`src/rtl/mac_acc_drain.sv`:
```
// Frame accumulator, round/shift/saturate and output FIFO for the mac cascade tail.
// Define MAC_DRAIN_CONV_ROUND_EN for round-half-to-even instead of round-half-up.
module mac_acc_drain #(
  parameter int PW         = 48,
  parameter int LEN        = 8,
  parameter int SHIFT      = 15,
  parameter int OW         = 16,
  parameter int FIFO_DEPTH = 4
) (
  input  logic          clk,
  input  logic          rst,
  input  logic [PW-1:0] pin,
  input  logic          pin_valid,
  output logic [OW-1:0] dout,
  output logic          dout_sat,
  output logic          dout_valid,
  input  logic          dout_ready,
  output logic          ovf,
  input  logic          clr_ovf
);

  localparam int AW   = PW + $clog2(LEN) + 1;
  localparam int CW   = (LEN > 1) ? $clog2(LEN) : 1;
  localparam int PTRW = $clog2(FIFO_DEPTH);
  localparam logic [CW-1:0] LAST = CW'(LEN - 1);

  logic [CW-1:0]        cnt;
  logic signed [AW-1:0] acc;
  logic signed [AW-1:0] pin_ext;
  logic signed [AW-1:0] acc_next;
  logic signed [AW-1:0] sum_q;
  logic                 sum_v;

  assign pin_ext  = {{(AW-PW){pin[PW-1]}}, pin};
  assign acc_next = (cnt == '0) ? pin_ext : acc + pin_ext;

  always_ff @(posedge clk or posedge rst) begin
    if (rst) begin
      cnt   <= '0;
      acc   <= '0;
      sum_q <= '0;
      sum_v <= 1'b0;
    end else begin
      sum_v <= 1'b0;
      if (pin_valid) begin
        acc <= acc_next;
        if (cnt == LAST) begin
          cnt   <= '0;
          sum_q <= acc_next;
          sum_v <= 1'b1;
        end else begin
          cnt <= cnt + 1'b1;
        end
      end
    end
  end

  // one extra bit so the rounding increment can never wrap
  logic signed [AW:0] r;

  if (SHIFT > 0) begin : g_rnd
    logic [SHIFT-1:0]     rem;
    logic [SHIFT-1:0]     half;
    logic signed [AW-1:0] quo;
    logic                 round_up;

    always_comb begin
      half           = '0;
      half[SHIFT-1]  = 1'b1;
      rem            = sum_q[SHIFT-1:0];
      quo            = sum_q >>> SHIFT;
`ifdef MAC_DRAIN_CONV_ROUND_EN
      round_up       = (rem > half) || ((rem == half) && quo[0]);
`else
      round_up       = (rem >= half);
`endif
      r = {quo[AW-1], quo} + {{AW{1'b0}}, round_up};
    end
  end else begin : g_nornd
    always_comb r = {sum_q[AW-1], sum_q};
  end

  logic          sat_hi;
  logic          sat_lo;
  logic [OW-1:0] omin;
  logic [OW-1:0] res;

  // in range exactly when every bit from the sign down to bit OW-1 agrees
  always_comb begin
    omin         = '0;
    omin[OW-1]   = 1'b1;
    sat_hi       = !r[AW] && (|r[AW-1:OW-1]);
    sat_lo       = r[AW] && !(&r[AW-1:OW-1]);
    res          = r[OW-1:0];
    if (sat_hi) res = ~omin;
    else if (sat_lo) res = omin;
  end

  logic [OW-1:0] r_d;
  logic          r_sat;
  logic          r_v;

  always_ff @(posedge clk or posedge rst) begin
    if (rst) begin
      r_d   <= '0;
      r_sat <= 1'b0;
      r_v   <= 1'b0;
    end else begin
      r_d   <= res;
      r_sat <= sat_hi || sat_lo;
      r_v   <= sum_v;
    end
  end

  logic [OW:0]   mem [FIFO_DEPTH];
  logic [PTRW:0] wr_ptr;
  logic [PTRW:0] rd_ptr;
  logic          full;
  logic          do_pop;
  logic          do_push;
  logic          drop;
  logic [OW:0]   head;

  assign full       = (wr_ptr[PTRW] != rd_ptr[PTRW]) &&
                      (wr_ptr[PTRW-1:0] == rd_ptr[PTRW-1:0]);
  assign dout_valid = (wr_ptr != rd_ptr);
  assign do_pop     = dout_valid && dout_ready;
  assign do_push    = r_v && (!full || do_pop);
  assign drop       = r_v && full && !do_pop;
  assign head       = mem[rd_ptr[PTRW-1:0]];
  assign dout       = head[OW-1:0];
  assign dout_sat   = head[OW];

  always_ff @(posedge clk or posedge rst) begin
    if (rst) begin
      wr_ptr <= '0;
      rd_ptr <= '0;
      ovf    <= 1'b0;
      for (int i = 0; i < FIFO_DEPTH; i++) mem[i] <= '0;
    end else begin
      if (do_push) begin
        mem[wr_ptr[PTRW-1:0]] <= {r_sat, r_d};
        wr_ptr                <= wr_ptr + 1'b1;
      end
      if (do_pop) rd_ptr <= rd_ptr + 1'b1;
      if (drop) ovf <= 1'b1;
      else if (clr_ovf) ovf <= 1'b0;
    end
  end

endmodule

```
`config.mk`:
```
export PLATFORM = sky130hd
export DESIGN_NAME = mac_acc_drain
export DESIGN_NICKNAME = d
export VERILOG_FILES = /design/src/rtl/mac_acc_drain.sv
export SDC_FILE = /design/constraint.sdc
export NUM_CORES = 1
export LEC_CHECK = 0
export CORE_AREA = 2 2 199 201
export CTS_BUF_LIST = sky130_fd_sc_hd__clkbuf_4
export CTS_CLUSTER_SIZE = 28
export DETAILED_ROUTE_END_ITERATION = 8
export DIE_AREA = 0 0 201 203
export GPL_TIMING_DRIVEN = 0
export PLACE_DENSITY = 0.47
export SYNTH_ARGS = -nofsm -noshare
export SYNTH_HDL_FRONTEND = slang
export SYNTH_SLANG_ARGS = --single-unit
```
`constraint.sdc`:
```
create_clock -name clk -period 13.1 [get_ports clk]
set_input_delay 1.31 -clock clk [delete_from_list [all_inputs] [get_ports clk]]
set_output_delay 1.31 -clock clk [all_outputs]
set_load 0.005 [all_outputs]
```
* Yosys cells after proc, flatten, opt, wreduce, memory -nomap -nowiden
Index checks and enable logic that the tools add are counted.
** Word-level totals
- Flip-flop bits (word level) :: 201
- Latch bits :: 0
- Memory bits (writable) :: 0
- Bits in read-only memories :: 0
- Output and inout port bits :: 19
- Word-level logic and storage cells :: 62
- Memories :: 0
** Operators by class
- Add/subtract/negate cells :: 5
- Multiply operators :: 0
- Divide/modulo/power cells :: 0
- Magnitude comparators :: 4
- Equality and inequality tests :: 4
- Shift operators :: 0
- Mux-type cells :: 14
- Bitwise gates (word level) :: 2
- Reduce and logical (&&, ||, !) cells :: 19
** Operators by type and width (count)
- bitwise mux 68 bit :: 1
- adder 52 x 48 -> 52 bit :: 1
- 2-to-1 mux 52 bit :: 1
- 2-to-1 mux 17 bit :: 3
- adder 37 x 2 -> 38 bit :: 1
- AND reduction 37 bit :: 1
- OR reduction 37 bit :: 1
- binary-select mux 17 bit (select 2 bit) :: 1
- demux 17 bit (select 2 bit) :: 1
- 2-to-1 mux 16 bit :: 2
- >= comparator 15 bit, second input constant :: 1
- adder 3 x 1 -> 3 bit, second input constant :: 3
- logical AND 1 bit :: 8
- >= comparator 3 bit, second input constant :: 2
- NOT 2 -> 3 bit :: 2
- zero test 1 bit :: 4
- 2-to-1 mux 1 bit :: 4
- equality test 3 bit, second input constant :: 1
- zero test 3 bit :: 1
- < comparator 3 x 1 -> 1 bit, second input constant :: 1
- 2-to-1 mux 3 bit :: 1
- != test 3 bit :: 1
- equality test 2 bit :: 1
- logical OR 1 bit :: 2
- other kinds (3) :: 3

* Longest topological paths before layout
- Depth in word-level cells :: 7
- Mapped depth :: 14
- Gate-level depth less buffers :: 14

* Worst setup path after synthesis
Ideal clock, no wire load.
- Path kind :: input -> register
- Start :: in pin[0]
- End :: reg sum_q[50]
- Setup time :: 0.126 ns
- Data arrival time :: 4.027 ns
- Required time :: 12.974 ns
- Setup slack :: 8.947 ns
- Cell stages on the path :: 14
- Path buffers :: 0
- Path through :: ha_1 -> inv_1 -> fa_1 -> nor2b_1 -> o31a_1 -> nor3_1 -> o21ai_4 -> a41oi_1 -> or4_1 -> o31ai_2 -> a211oi_1 -> o21ai_2 -> mux2i_1 -> a221o_1
** On the way
- Cells in the longest elaborated chain, start to end :: 2
** RTL lines
- start, declared :: RTL line 12 : input logic [PW-1:0] pin,
- adder 52 x 48 -> 52 bit :: RTL line 35 : assign acc_next = (cnt == '0) ? pin_ext : acc + pin_ext;
- 2-to-1 mux 52 bit :: RTL line 35
- end signal, assigned :: RTL line 49 : sum_q <= acc_next;
- end, declared :: RTL line 31 : logic signed [AW-1:0] sum_q;
No other way between the ends.
A chain may end at the register's enable or synchronous reset.

* Worst setup path after layout
Ends and elaborated chain as after synthesis.

==> flow_metrics.tcl <==
set metrics [dict create \
    status "complete, no violations" \
    die-width_um 201 \
    hpwlAfterDp_mm 23.9 \
    worstSkewPairLatency_ns 0.64 \
    whs_path_depth 0 \
    clk_pin_slew_ns 0.18 \
    cts_buffer_depth 2 \
    synth_top_family_by_area "compound AO/OA/AOI/OAI gates" \
    grt_use_total 0.160 \
    drc 0 \
    synth_nets 1329 \
    rr_startpoint "acc[0]" \
    synth-compound-area-share 0.181 \
    cts_setup_buffers 0 \
    powerDensity_nw_per_um2 240 \
    synth_area_leaders "dfrtp_1 41%, mux2_2 7.1%, ha_1 6.6%" \
    worstHoldEndpoint "r_v" \
    grt_pass1_vias 9430 \
    port_buffers 70 \
    drt-total-wl_mm 31.7 \
    critPathCaptureType "register" \
    via_count 9241 \
    slew_viol_final 0 \
    peakVddDrop_v 0.0000703 \
    fillers 4066 \
    yosysTopAreaCell "dfrtp_1" \
    tightest_slew_ns 1.04 \
    drive_gt1_frac 0.112 \
    grt_pass1_wl_mm 51.6 \
    maxCapViolations 0 \
    p_leak_nw 5.55 \
    layout_worst_path_cycle_share 0.373 \
    synthMuxAreaShare 0.109 \
    clock-root-buffer "clkbuf_4" \
    max_freq_mhz 204 \
    htree_levels 4 \
    synth-simple-area-share 0.147 \
    skew_ns 0.0284 \
    wl_per_cell_um 17.3 \
    finalSetupTns_ns 0 \
    fin_crit_ns 4.89 \
    grt_overflow 0 \
    netlist_area_um2 11500 \
    finalHoldViolations 0 \
    initial_core_util 0.299 \
    setup_viol 0 \
    synth-adder-area-share 0.0681 \
    cts_made_buffers 17 \
    vias_per_cell 5.03 \
    rrSetupSlack_ns 8.99 \
    ys_ff_latch 187 \
    dp_cells 1803 \
    routabilityCongestion 0.821 \
    ys_warn_count 0 \
    rows 72 \
    die_area_um2 40800 \
    cts_resized 0 \
    area_growth_pct 15.1 \
    cp_max_fo 5 \
    hold_buffers 0 \
    cts_tree "built" \
    timing.rr.end "sum_q[50]" \
    ys_seq_area_frac 0.407 \
    first_pass_iters 5 \
    avgSynthCellArea_um2 9.48 \
    stdcell_count 1836 \
    critPathRequiredTime_ns 13.69 \
    drtIter0Drc 518 \
    syn_inst 1214 \
    rsz0062_at_grt "no" \
    ys_types 70 \
    whs_ns 0.394 \
    ant_nets 0 \
    holdCritPathClass "register to register" \
    cp-start-kind "primary input" \
    synth_edf_count 0 \
    synth.top_cell.area_share 0.407 \
    cp_data_arrival_time_ns 5.48 \
    reg2reg_depth 14 \
    fp.dieH_um 203 \
    fp.coreArea_um2 38500 \
    ios 72 \
    grt_antenna_before_repair 2 \
    slew_headroom 0.299 \
    nets 1419 \
    worstHoldStart "sum_v" \
    grt_max_degree 119 \
    utilization 0.344 \
    yosys.area_share.xor_xnor 0.0579 \
    path_class "primary input to register" \
    synth-async-reset-ratio 1.00 \
    ys.flop_type "dfrtp_1" \
    cts_sinks 187 \
]
==> per-stage QoR <==
| stage | worst slack, ns | power [mW] | area [um^2] |
|---|---|---|---|
| final | 8.21 | 3.18 | 13200 |
| after global routing | 7.92 | 3.46 | 13200 |
| after CTS | 8.10 | 3.20 | 13200 |
| after detailed placement | 7.62 | 2.80 | 12900 |
| after global placement | 3.60 | 2.78 | 12900 |
| after floorplan | 6.70 | 2.27 | 11500 |
==> kinds of logic (layout without fill, tap and decap cells) <==
family | Yosys count | count (layout)
xor+xnor | 76 | 76
fa+ha+maj | 62 | 62
other cells | 0 | 1
mux | 95 | 95
compound gates | 339 | 339
simple gates | 365 | 365
buf+inv | 90 | 193
flops | 187 | 187
==> cells in the mapped netlist (9+ instances only) <==
| cell | number |
|---|---|
| dfrtp_1 | 187 |
| inv_1 | 24 |
| nand3_1 | 34 |
| a31oi_1 | 13 |
| xor2_1 | 32 |
| nand4_1 | 19 |
| a21oi_1 | 111 |
| and3_1 | 13 |
| nor2b_1 | 11 |
| xnor2_1 | 44 |
| ha_1 | 61 |
| o21bai_1 | 9 |
| nor3_1 | 9 |
| nor2_1 | 110 |
| a21o_1 | 29 |
| o21ai_0 | 102 |
| clkbuf_1 | 55 |
| mux2_2 | 73 |
| mux4_2 | 17 |
| nand2_1 | 126 |
==> final cells by class <==
class                      count  area (um^2)  area share
multi-input combinational    937         6480       0.489
sequential                   187         4680       0.353
timing repair buffer          71          728      0.0550
tap                          518          648      0.0489
buffer                        65          251      0.0190
clock inverter                15          224      0.0169
clock buffer                  17          128     0.00964
inverter                      25          101     0.00765
antenna                        1         2.50    0.000189
==> per-layer routing <==
| metal | part of all wire | vias up | GRT usage | wire (um) |
|---|---|---|---|---|
| met5 | 0.00041 | - | 0 | 13 |
| met4 | 0.012 | 2 | 0.0376 | 366 |
| met3 | 0.041 | 27 | 0.0295 | 1310 |
| met2 | 0.47 | 155 | 0.263 | 14800 |
| met1 | 0.48 | 4496 | 0.217 | 15200 |
| li1 | - | 4561 | - | - |
==> cell usage in the layout, fill, tap and decap left out, drive strengths merged, types with 11 or more instances in the layout <==
cell / n
nor2: 111
a21oi: 111
nand4: 19
nor3: 11
xor2: 32
dfrtp: 187
and3: 13
xnor2: 44
a21o: 29
o21ai: 109
nand3: 34
ha: 61
nor2b: 11
inv: 33
clkdlybuf4s50: 70
a31oi: 14
nand2: 126
mux4: 17
mux2: 73
clkbuf: 73
==> where the power goes <==
group	total [mW]	switching (mW)	internal (mW)
clock	0.387	0.242	0.145
combinational	1.77	0.983	0.785
sequential	1.02	0.189	0.833
==> critical path, cell delays in order <==
cell,delay (ns)
clkdlybuf4s50_1,0.48
ha_1,0.17
inv_1,0.05
fa_1,0.39
nor2b_1,0.24
o31a_1,0.22
nor3_1,0.12
o21ai_4,0.25
a41oi_1,0.21
or4_1,0.53
o31ai_2,0.42
a211oi_1,0.30
o21ai_2,0.28
mux2i_1,0.35
a221o_1,0.16
==> sequential cells by signal (all words and copies together), names as in the netlist <==
register,cells
acc,52
cnt,3
mem,68
ovf,1
r_d,16
r_sat,1
r_v,1
rd_ptr,3
sum_q,38
sum_v,1
wr_ptr,3
==> worst max-delay path by stage <==
stage	cells past startpoint	start	to	slack, ns
final	15	pin[0]	sum_q[50]	8.21
after global routing	4	rd_ptr[0]	dout[14]	7.92
after CTS	4	rd_ptr[0]	dout[9]	8.10
after detailed placement	15	pin[0]	sum_q[50]	7.62
after global placement	2	rst	acc[12]	3.60
after floorplan	1	rst	acc[0]	6.70
Note: power is estimated with default switching activity, not from simulation.
